**config.mk**
```make
export PLATFORM = sky130hd
export DESIGN_NAME = nano_mem_loader_flat
export DESIGN_NICKNAME = d
export VERILOG_FILES = /design/src/rtl/nano_mem_loader_pkg.sv /design/src/rtl/nano_mem_loader_if.sv /design/src/rtl/nano_mem_loader_ram.sv /design/src/rtl/nano_mem_loader.sv /design/src/flat_wrapper.sv
export SDC_FILE = /design/constraint.sdc
export NUM_CORES = 2
export LEC_CHECK = 0
export ABC_CLOCK_PERIOD_IN_PS = 6900
export CAP_MARGIN = 30
export CORE_MARGIN = 10
export CORE_UTILIZATION = 30
export CTS_BUF_LIST = sky130_fd_sc_hd__clkbuf_4
export CTS_CLUSTER_SIZE = 12
export DETAILED_ROUTE_END_ITERATION = 10
export HOLD_SLACK_MARGIN = 0.12
export PLACE_DENSITY_LB_ADDON = 0.1
export SETUP_SLACK_MARGIN = 0.02
export SLEW_MARGIN = 10
export SYNTH_ARGS = -nofsm -noshare
export SYNTH_HDL_FRONTEND = slang
export SYNTH_SLANG_ARGS = --single-unit
```
**constraint.sdc**
```tcl
create_clock -name ck -period 6.9 [get_ports ck]
set_input_delay 1.38 -clock ck [delete_from_list [all_inputs] [get_ports ck]]
set_output_delay 1.38 -clock ck [all_outputs]
set_load 0.02 [all_outputs]
```
**src/rtl/nano_mem_loader_pkg.sv**
```systemverilog
// Shared definitions for the boot-loader memory: default geometry and loader FSM states.
package nano_pkg;

  localparam int unsigned ADDR_W_DEF = 8;
  localparam int unsigned DATA_W_DEF = 16;

  typedef enum logic [1:0] {
    LOAD_HI,
    LOAD_LO,
    RELEASE,
    RUN
  } ld_state_e;

endpackage

```
**src/rtl/nano_mem_loader_if.sv**
```systemverilog
// CPU bus and byte-loader handshake bundled for the loader memory.
interface nano_mem_loader_if #(
  parameter int unsigned ADDR_W = nano_pkg::ADDR_W_DEF,
  parameter int unsigned DATA_W = nano_pkg::DATA_W_DEF
);

  logic [ADDR_W-1:0] cpu_address;
  logic [DATA_W-1:0] cpu_dataW;
  logic              cpu_ce;
  logic              cpu_we;
  logic [DATA_W-1:0] cpu_dataR;
  logic              cpu_rst;
  logic              ld_valid;
  logic [7:0]        ld_byte;
  logic              ld_last;
  logic              ld_start;
  logic              ld_ready;
  logic [ADDR_W:0]   ld_words;

  modport master (
    output cpu_address, cpu_dataW, cpu_ce, cpu_we,
    output ld_valid, ld_byte, ld_last, ld_start,
    input  cpu_dataR, cpu_rst, ld_ready, ld_words
  );

  modport slave (
    input  cpu_address, cpu_dataW, cpu_ce, cpu_we,
    input  ld_valid, ld_byte, ld_last, ld_start,
    output cpu_dataR, cpu_rst, ld_ready, ld_words
  );

endinterface

```
**src/rtl/nano_mem_loader_ram.sv**
```systemverilog
// Program memory: one write port muxed between loader and CPU by FSM state, async read.
module nano_ram
  import nano_pkg::*;
#(
  parameter int unsigned ADDR_W = ADDR_W_DEF,
  parameter int unsigned DATA_W = DATA_W_DEF
) (
  input  logic              ck,
  input  ld_state_e         state_i,
  input  logic              cpu_we_i,
  input  logic [ADDR_W-1:0] cpu_addr_i,
  input  logic [DATA_W-1:0] cpu_data_i,
  input  logic              ld_we_i,
  input  logic [ADDR_W-1:0] ld_addr_i,
  input  logic [DATA_W-1:0] ld_data_i,
  input  logic [ADDR_W-1:0] raddr_i,
  output logic [DATA_W-1:0] rdata_o
);

  localparam int unsigned DEPTH = 1 << ADDR_W;

  logic [DATA_W-1:0] mem_q [DEPTH];
  logic              wr_en;
  logic [ADDR_W-1:0] wr_addr;
  logic [DATA_W-1:0] wr_data;

  // CPU owns the port only in RUN, so loader and CPU writes can never collide.
  always_comb begin
    wr_en   = 1'b0;
    wr_addr = '0;
    wr_data = '0;
    if (state_i == RUN) begin
      wr_en   = cpu_we_i;
      wr_addr = cpu_addr_i;
      wr_data = cpu_data_i;
    end else begin
      wr_en   = ld_we_i;
      wr_addr = ld_addr_i;
      wr_data = ld_data_i;
    end
  end

  always_ff @(posedge ck) begin
    if (wr_en) mem_q[wr_addr] <= wr_data;
  end

  assign rdata_o = mem_q[raddr_i];

endmodule

```
**src/rtl/nano_mem_loader.sv**
```systemverilog
// Byte-serial program loader: assembles hi/lo bytes into words, holds the CPU in reset until loaded.
module nano_mem_loader
  import nano_pkg::*;
#(
  parameter int unsigned ADDR_W = ADDR_W_DEF,
  parameter int unsigned DATA_W = DATA_W_DEF
) (
  input logic               ck,
  input logic               rst,
  nano_mem_loader_if.slave  bus
);

  localparam logic [ADDR_W-1:0] PTR_ONE   = 1;
  localparam logic [ADDR_W:0]   WORDS_ONE = 1;
  localparam logic [ADDR_W:0]   WORDS_MAX = {1'b1, {ADDR_W{1'b0}}};

  ld_state_e         state_q;
  logic [ADDR_W-1:0] ptr_q;
  logic [ADDR_W:0]   words_q;
  logic [7:0]        hi_q;
  logic              cpu_rst_q;
  logic              ready_q;
  logic              xfer;
  logic              ld_we;
  logic [DATA_W-1:0] rdata;

  assign xfer  = bus.ld_valid & ready_q;
  assign ld_we = (state_q == LOAD_LO) & xfer;

  always_ff @(posedge ck or posedge rst) begin
    if (rst) begin
      state_q   <= LOAD_HI;
      ptr_q     <= '0;
      words_q   <= '0;
      hi_q      <= '0;
      cpu_rst_q <= 1'b1;
      ready_q   <= 1'b1;
    end else begin
      case (state_q)
        LOAD_HI: begin
          if (xfer) begin
            hi_q    <= bus.ld_byte;
            state_q <= LOAD_LO;
          end
        end
        LOAD_LO: begin
          if (xfer) begin
            ptr_q <= ptr_q + PTR_ONE;
            if (words_q != WORDS_MAX) words_q <= words_q + WORDS_ONE;
            // A full memory ends the load even without ld_last.
            if (bus.ld_last || (ptr_q == '1)) begin
              state_q <= RELEASE;
              ready_q <= 1'b0;
            end else begin
              state_q <= LOAD_HI;
            end
          end
        end
        RELEASE: begin
          state_q   <= RUN;
          cpu_rst_q <= 1'b0;
        end
        RUN: begin
          if (bus.ld_start) begin
            state_q   <= LOAD_HI;
            ptr_q     <= '0;
            words_q   <= '0;
            cpu_rst_q <= 1'b1;
            ready_q   <= 1'b1;
          end
        end
        default: state_q <= LOAD_HI;
      endcase
    end
  end

  nano_ram #(
    .ADDR_W (ADDR_W),
    .DATA_W (DATA_W)
  ) u_ram (
    .ck         (ck),
    .state_i    (state_q),
    .cpu_we_i   (bus.cpu_ce & bus.cpu_we),
    .cpu_addr_i (bus.cpu_address),
    .cpu_data_i (bus.cpu_dataW),
    .ld_we_i    (ld_we),
    .ld_addr_i  (ptr_q),
    .ld_data_i  ({hi_q, bus.ld_byte}),
    .raddr_i    (bus.cpu_address),
    .rdata_o    (rdata)
  );

  assign bus.cpu_dataR = rdata;
  assign bus.cpu_rst   = cpu_rst_q;
  assign bus.ld_ready  = ready_q;
  assign bus.ld_words  = words_q;

endmodule
```
**src/flat_wrapper.sv**
```systemverilog
// flat-port wrapper written by rule: the top's interface ports become plain ports
module nano_mem_loader_flat import nano_pkg::*;
#(
  parameter int unsigned ADDR_W = ADDR_W_DEF,
  parameter int unsigned DATA_W = DATA_W_DEF
)
  (ck, rst, bus_cpu_address, bus_cpu_dataW, bus_cpu_ce, bus_cpu_we, bus_ld_valid, bus_ld_byte, bus_ld_last, bus_ld_start, bus_cpu_dataR, bus_cpu_rst, bus_ld_ready, bus_ld_words);
  nano_mem_loader_if #(.ADDR_W(ADDR_W), .DATA_W(DATA_W)) bus_i ();
  input logic ck;
  input logic rst;
  input wire logic [$bits(bus_i.cpu_address)-1:0] bus_cpu_address;
  input wire logic [$bits(bus_i.cpu_dataW)-1:0] bus_cpu_dataW;
  input wire logic [$bits(bus_i.cpu_ce)-1:0] bus_cpu_ce;
  input wire logic [$bits(bus_i.cpu_we)-1:0] bus_cpu_we;
  input wire logic [$bits(bus_i.ld_valid)-1:0] bus_ld_valid;
  input wire logic [$bits(bus_i.ld_byte)-1:0] bus_ld_byte;
  input wire logic [$bits(bus_i.ld_last)-1:0] bus_ld_last;
  input wire logic [$bits(bus_i.ld_start)-1:0] bus_ld_start;
  output wire logic [$bits(bus_i.cpu_dataR)-1:0] bus_cpu_dataR;
  output wire logic [$bits(bus_i.cpu_rst)-1:0] bus_cpu_rst;
  output wire logic [$bits(bus_i.ld_ready)-1:0] bus_ld_ready;
  output wire logic [$bits(bus_i.ld_words)-1:0] bus_ld_words;
  assign bus_i.cpu_address = bus_cpu_address;
  assign bus_i.cpu_dataW = bus_cpu_dataW;
  assign bus_i.cpu_ce = bus_cpu_ce;
  assign bus_i.cpu_we = bus_cpu_we;
  assign bus_i.ld_valid = bus_ld_valid;
  assign bus_i.ld_byte = bus_ld_byte;
  assign bus_i.ld_last = bus_ld_last;
  assign bus_i.ld_start = bus_ld_start;
  assign bus_cpu_dataR = bus_i.cpu_dataR;
  assign bus_cpu_rst = bus_i.cpu_rst;
  assign bus_ld_ready = bus_i.ld_ready;
  assign bus_ld_words = bus_i.ld_words;
  nano_mem_loader #(.ADDR_W(ADDR_W), .DATA_W(DATA_W)) u_core (.ck(ck), .rst(rst), .bus(bus_i));
endmodule
```
== After elaboration in Yosys (flattened, before gate mapping) ==
Memories as Yosys holds them, arrays and structs flattened.
Index checks and enable logic that the tools add are counted.

* $add $sub $neg: 2
* Eq/ne operators: 10
* Mux-type cells: 22
* Bitwise operators: 3
* Reductions and logical operators: 10

{| class="wikitable"
|+ Operator list
! kind !! number
|-
| $mux 9 || 3
|-
| $mux 8 || 3
|-
| $pmux 9 s2 || 1
|-
| $mux 16 || 1
|-
| $pmux 8 s2 || 1
|-
| $add 9x1->9 const B || 1
|-
| $ne 9x9->1 const B || 1
|-
| $add 8x1->8 const B || 1
|-
| $eq 8x8->1 const B || 1
|-
| $mux 2 || 4
|-
| $pmux 2 s4 || 1
|-
| $reduce_and 4->1 || 2
|-
| $mux 1 || 6
|-
| $ne 2x2->1 const B || 3
|-
| $reduce_and 3->1 || 2
|-
| $eq 2x2->1 const B || 2
|-
| $ne 2x1->1 const B || 2
|-
| $pmux 1 s2 || 2
|-
| $reduce_and 2->1 || 2
|-
| $reduce_bool 2->1 || 2
|-
| $and 1x1->1 || 3
|-
| $eq 2x1->1 const B || 1
|-
| $logic_not 2->1 || 1
|-
| $logic_or 1x1->1 || 1
|}

* Flip-flop bits (word level): 29
* RAM bits: 4096
* Output and inout port bits: 27
* Memories: 1

{| class="wikitable"
|+ Memories
! memory !! depth !! bits a word !! read ports !! clocked after Yosys merged registers in !! wr ports !! RTL line !! source
|-
| u_core.u_ram.mem_q || 256 || 16 || 1 || 0 || 1 || nano_mem_loader_ram.sv:22 || <nowiki>logic [DATA_W-1:0] mem_q [DEPTH];</nowiki>
|}

== Longest topological paths before layout ==
* Depth in word-level cells: 5
* Gate-level depth with buffers: 12

== By module ==
From an unflattened synthesis, not the netlist that was laid out.

* Cells, all modules: 7401
* Area total of the unflattened synthesis: 159389.1 µm²

{| class="wikitable"
|+ Modules (own cells, without submodules)
! module !! times used !! cells each !! area an instance (µm²)
|-
| nano_ram || 1 || 7266 || 157937.7
|-
| nano_mem_loader || 1 || 135 || 1451.4
|}

== Least setup slack after synthesis ==
No wires, ideal clock.

* Path kind: reg-to-reg
* Start: register (tool-made name)
* End: memory u_core.u_ram.mem_q[0][10] (netlist bit) (data pin)
* Library setup time: 823 ps
* Data arrival time: 4573 ps
* Slack: 1505 ps
* Stages on the path, launching flop included: 8
* Buffers on the path: 4
* Period minus slack after synthesis: 5395 ps
* Path through: dfrtp_1 clkbuf_1 and2_0 clkbuf_1 clkbuf_1 buf_1 nand2_1 nand2_1

{| class="wikitable"
|+ RTL lines
! what !! RTL line
|-
| end, declared || nano_mem_loader_ram.sv:22
|}

== Final worst setup path ==
* Start: input port bus_cpu_address[2]
* End: output port bus_cpu_dataR[15]

* Longest elaborated chain between the ends: 1

{| class="wikitable"
|+ Ends and longest elaborated chain
! what !! RTL line !! source
|-
| start, declared || flat_wrapper.sv:11 || <nowiki>input wire logic [$bits(bus_i.cpu_address)-1:0] bus_cpu_address;</nowiki>
|-
| $mem_v2 256x16 || -- ||
|-
| end, declared || flat_wrapper.sv:19 || <nowiki>output wire logic [$bits(bus_i.cpu_dataR)-1:0] bus_cpu_dataR;</nowiki>
|}

Every way passes these cells.

==> flow_summary.ini <==
[logic_synthesis]
synth_seq_cells = 4125
synth-edff-count = 4096
post_synth_num_cell_types = 78
post_synth_most_frequent_cells = edfxtp_1 (4096), mux4_2 (844), mux2i_1 (476), nor2_1 (340), nand2_1 (255)
synthArstFlopShare_pct = 0.7030
synth_largest_area_cell = edfxtp_1
synthCells = 7475
yosys_most_used_dff = edfxtp_1
synthesis.yosys.warnings = 0
portion_of_the_post_synthesis_area_used_by_sequential_elements_pct = 77.02
synth_most_common_cell = edfxtp_1
syn-cell-area_sq_um = 160600
yosys.area.top_type_share_pct = 76.56
avgSynthCellArea_sq_um = 21.49
synth_nets = 7517
synth.top_cells.by_area = edfxtp_1 (77%), mux4_2 (12%), mux2i_1 (3.0%), o221ai_1 (0.82%), nor2_1 (0.79%)

[power_and_ir_drop]
switchingPower_mw = 11.86
leakage_nw = 56.42
total_power_mw = 51.69
netSwitchingFraction_pct = 22.95
clock_power_share_pct = 42.5
vdd_ir_drop_max_mv = 0.1445
fraction_of_power_consumed_by_combinational_cells_pct = 4.6
power-per-cell-area_nw_per_um2 = 272.8
sequential_fraction_of_design_power_pct = 52.9
internal_power_mw = 39.83

[worst_setup_path]
required_ns = 5.52
timing.critical_path.from = bus_cpu_address[2]
reg2reg_slack_ns = 2.21
worst_reg2reg_path_depth = 8
worstSetupStartpointType = primary input
crit_cells = 14
critical_path.reg2reg.endpoint = u_core.u_ram.mem_q[7][12]
slowest_stage = nand4_1
worst_path_most_repeated_cell = buf_12
setup.worst_path.end = bus_cpu_dataR[15]
critPathMaxStageDelay_ns = 0.80
critical_path_arrival_ns = 5.64
critPathBufInv = 7
timing.critical_path.cells = buf_8, or2_4, buf_12, buf_4, o221ai_4, a211oi_1, nor3_2, buf_12, and4_1, nand4_1, buf_12, nor3_4, buf_4, buf_12
setup_crit_end_kind = output port
cpLargestDelayFamily = simple AND/OR/NAND/NOR gates
crit_fanout = 28
path_class = in2out

[clock_tree]
clock_tree.root_cell = clkbuf_4
numClockSinks = 4125
htree_num_levels = 7
clock_tree_from_tritoncts = built
cts.path.max_buffers = 5
clock_pin_slew_worst_setup_and_hold_paths_ns = 0.06
clock_insertion_delay_worst_skew_ns = 1.82
cts_inserted_buffers = 1214

[global_route]
grt_pass1_vias = 90230
globalRouteOverflowTotal = 0
grt_antenna_before_repair = 37
track_usage_pct = 19.90
grt_first_pass_wirelength_mm = 771.4
largest_net_degree_at_the_start_of_global_routing = 175

[place]
portBuffers = 65
dpl_cell_area_sq_um = 174800
dp_hpwl_mm = 361.1
weighted_congestion_at_the_end_of_routability_driven_global_placement = 0.9050
dp_worst_setup_slack_ns = -1.164
post_placement_cell_count = 14910

[floorplan]
io-pin-count = 66
floorplan.die.width_um = 751.8
initial_core_util_pct = 30.13
coreArea_sq_um = 533200
dieArea_sq_um = 565200
placement_rows = 268
die_height_um = 751.8

[final_layout]
final_util_pct = 35.54
share_of_cells_above_drive_strength_1_pct = 38.30
layout.cells.non_filler = 16900
growth_of_design_area_from_synthesis_to_finish_pct = 17.95
layout.cell_area.non_filler_sq_um = 189500
nets = 9167
filler_cell_count = 50250

[timing]
slew_headroom_pct = 17.78
timing_max_transition_violations_final = 0
period_needed_ns = 7.023
setup_viol_count_final = 4
hold_viol = 0
fin_tns_setup_ns = -0.3375
finalClockSkew_ns = 0.1289
fmax_mhz = 142.4
finalCritPeriodShare_pct = 101.8
rsz0062_at_grt = yes
tightest_slew_ns = 1.233
setup_slack_ns = -0.1232
final.hold.worst_slack_ns = 0.3753

[routing]
routed_metal_1_wirelength_mm = 236.1
drt_first_iter_violations = 8509
detail_route.wirelength_mm = 570.5
vias_per_cell = 5.132
route.vias.total = 86730
detail-route-antenna-nets = 0
drc = 0
top_layer = met4
dr_wl_met2_mm = 281.6
route.detailed.wl_per_inst_um = 33.76
detailroute.wirelength.met3_mm = 31.28
drtPass1Iterations = 7

[run_status]
failed_checks = negative setup slack
run_status = complete, but fails checks

[hold_path]
timing.hold.worst.class = in2reg

[job]
drv.max_cap_violation_count = 0
## routing by layer
| layer | vias up | GRT usage (%) |
|---|---|---|
| met1 | 46670 | 25.56 |
| li1 | 35600 | - |
| met2 | 3396 | 33.00 |
| met5 | - | 0 |
| met3 | 1061 | 3.880 |
| met4 | 0 | 8.354 |
## sequential cells by signal (all words and copies together), names as in the netlist, named ones only
signal and flops:
u_core.bus.cpu_rst 1, u_core.bus.ld_ready 1, u_core.bus.ld_words 9, u_core.hi_q 8, u_core.ptr_q 8, u_core.state_q 1, u_core.u_ram.mem_q 4096
## cell type report
cell class / instances / area [sq um] / area share, %
clock inverters: 189 / 879.6 / 0.4642
repair buffers: 867 / 8179 / 4.317
diodes: 35 / 87.58 / 0.04622
inverters: 7 / 60.06 / 0.03170
flip-flops and latches: 4125 / 123700 / 65.30
repair inverters: 2 / 22.52 / 0.01189
multi-input cells: 2908 / 34630 / 18.27
well taps: 7020 / 8783 / 4.636
clock buffers: 1747 / 13120 / 6.922
## power groups by stage
stage          registers, mW  logic, mW  clock network, mW
2_1_floorplan           27.9       1.21                  0
3_3_place_gp            27.9       2.37                  0
3_5_place_dp            27.9       2.40                  0
4_1_cts                 27.3       2.42               22.7
5_1_grt                 27.3       2.49               24.1
6_report                27.3       2.40               22.0
## worst min-delay path by stage
| stage | endpoint | start | slack, ns | cells past startpoint |
|---|---|---|---|---|
| 2_1_floorplan | u_core.hi_q[0] | u_core.hi_q[0] | 0.48 | 1 |
| 3_3_place_gp | u_core.hi_q[5] | u_core.hi_q[5] | 0.49 | 1 |
| 3_5_place_dp | u_core.hi_q[2] | u_core.hi_q[2] | 0.50 | 1 |
| 4_1_cts | u_core.hi_q[4] | bus_ld_byte[4] | 0.13 | 2 |
| 5_1_grt | u_core.hi_q[4] | bus_ld_byte[4] | 0.26 | 2 |
| 6_report | u_core.hi_q[4] | bus_ld_byte[4] | 0.38 | 2 |
## cells in the final DEF, fill, tap and decap left out, drive strengths merged, types with 44 or more instances in the layout
master | netlist | final
mux4 | 868 | 868
a21oi | 110 | 110
mux2i | 476 | 476
nand3 | 47 | 47
clkinv | 1 | 169
a22oi | 63 | 63
edfxtp | 4096 | 4096
nor2 | 340 | 340
nor4 | 54 | 54
o221ai | 158 | 158
o22ai | 93 | 93
clkbuf | 136 | 1747
buf | 298 | 815
a211oi | 44 | 44
nand2 | 255 | 255
nor3 | 97 | 97
## cells by family after synthesis
logic type / after synthesis / share of synthesized area, %
DFF: 4125 / 77.02
xor gates and xnor gates: 13 / 0.07087
AOI/OAI and AO/OA: 649 / 2.998
muxes: 1363 / 15.32
and+or+nand+nor: 880 / 2.456
adders and majority gates: 3 / 0.02337
buffers and inverters: 442 / 2.111
## worst reg2reg max path: stages, from the launching register on
cell and delay [ns]:
dfrtp_1 0.51, and2_2 0.40, buf_4 0.51, nand3_1 0.21, o21ai_1 0.50, nand3_2 0.82
buf_4 0.53, nor2_2 0.53, buf_4 0.33
## what timing repair did
item                                    in CTS  in global routing
endpoints found under the setup margin      11                  6
hold buffers                                 8                  0
buffers inserted                             0                 10
hold endpoints to repair                    34                  0
pin swaps                                    5                  8
cloned                                       1                  2
gates resized for setup                     33                 23
Power figures use the tool's default switching activity.
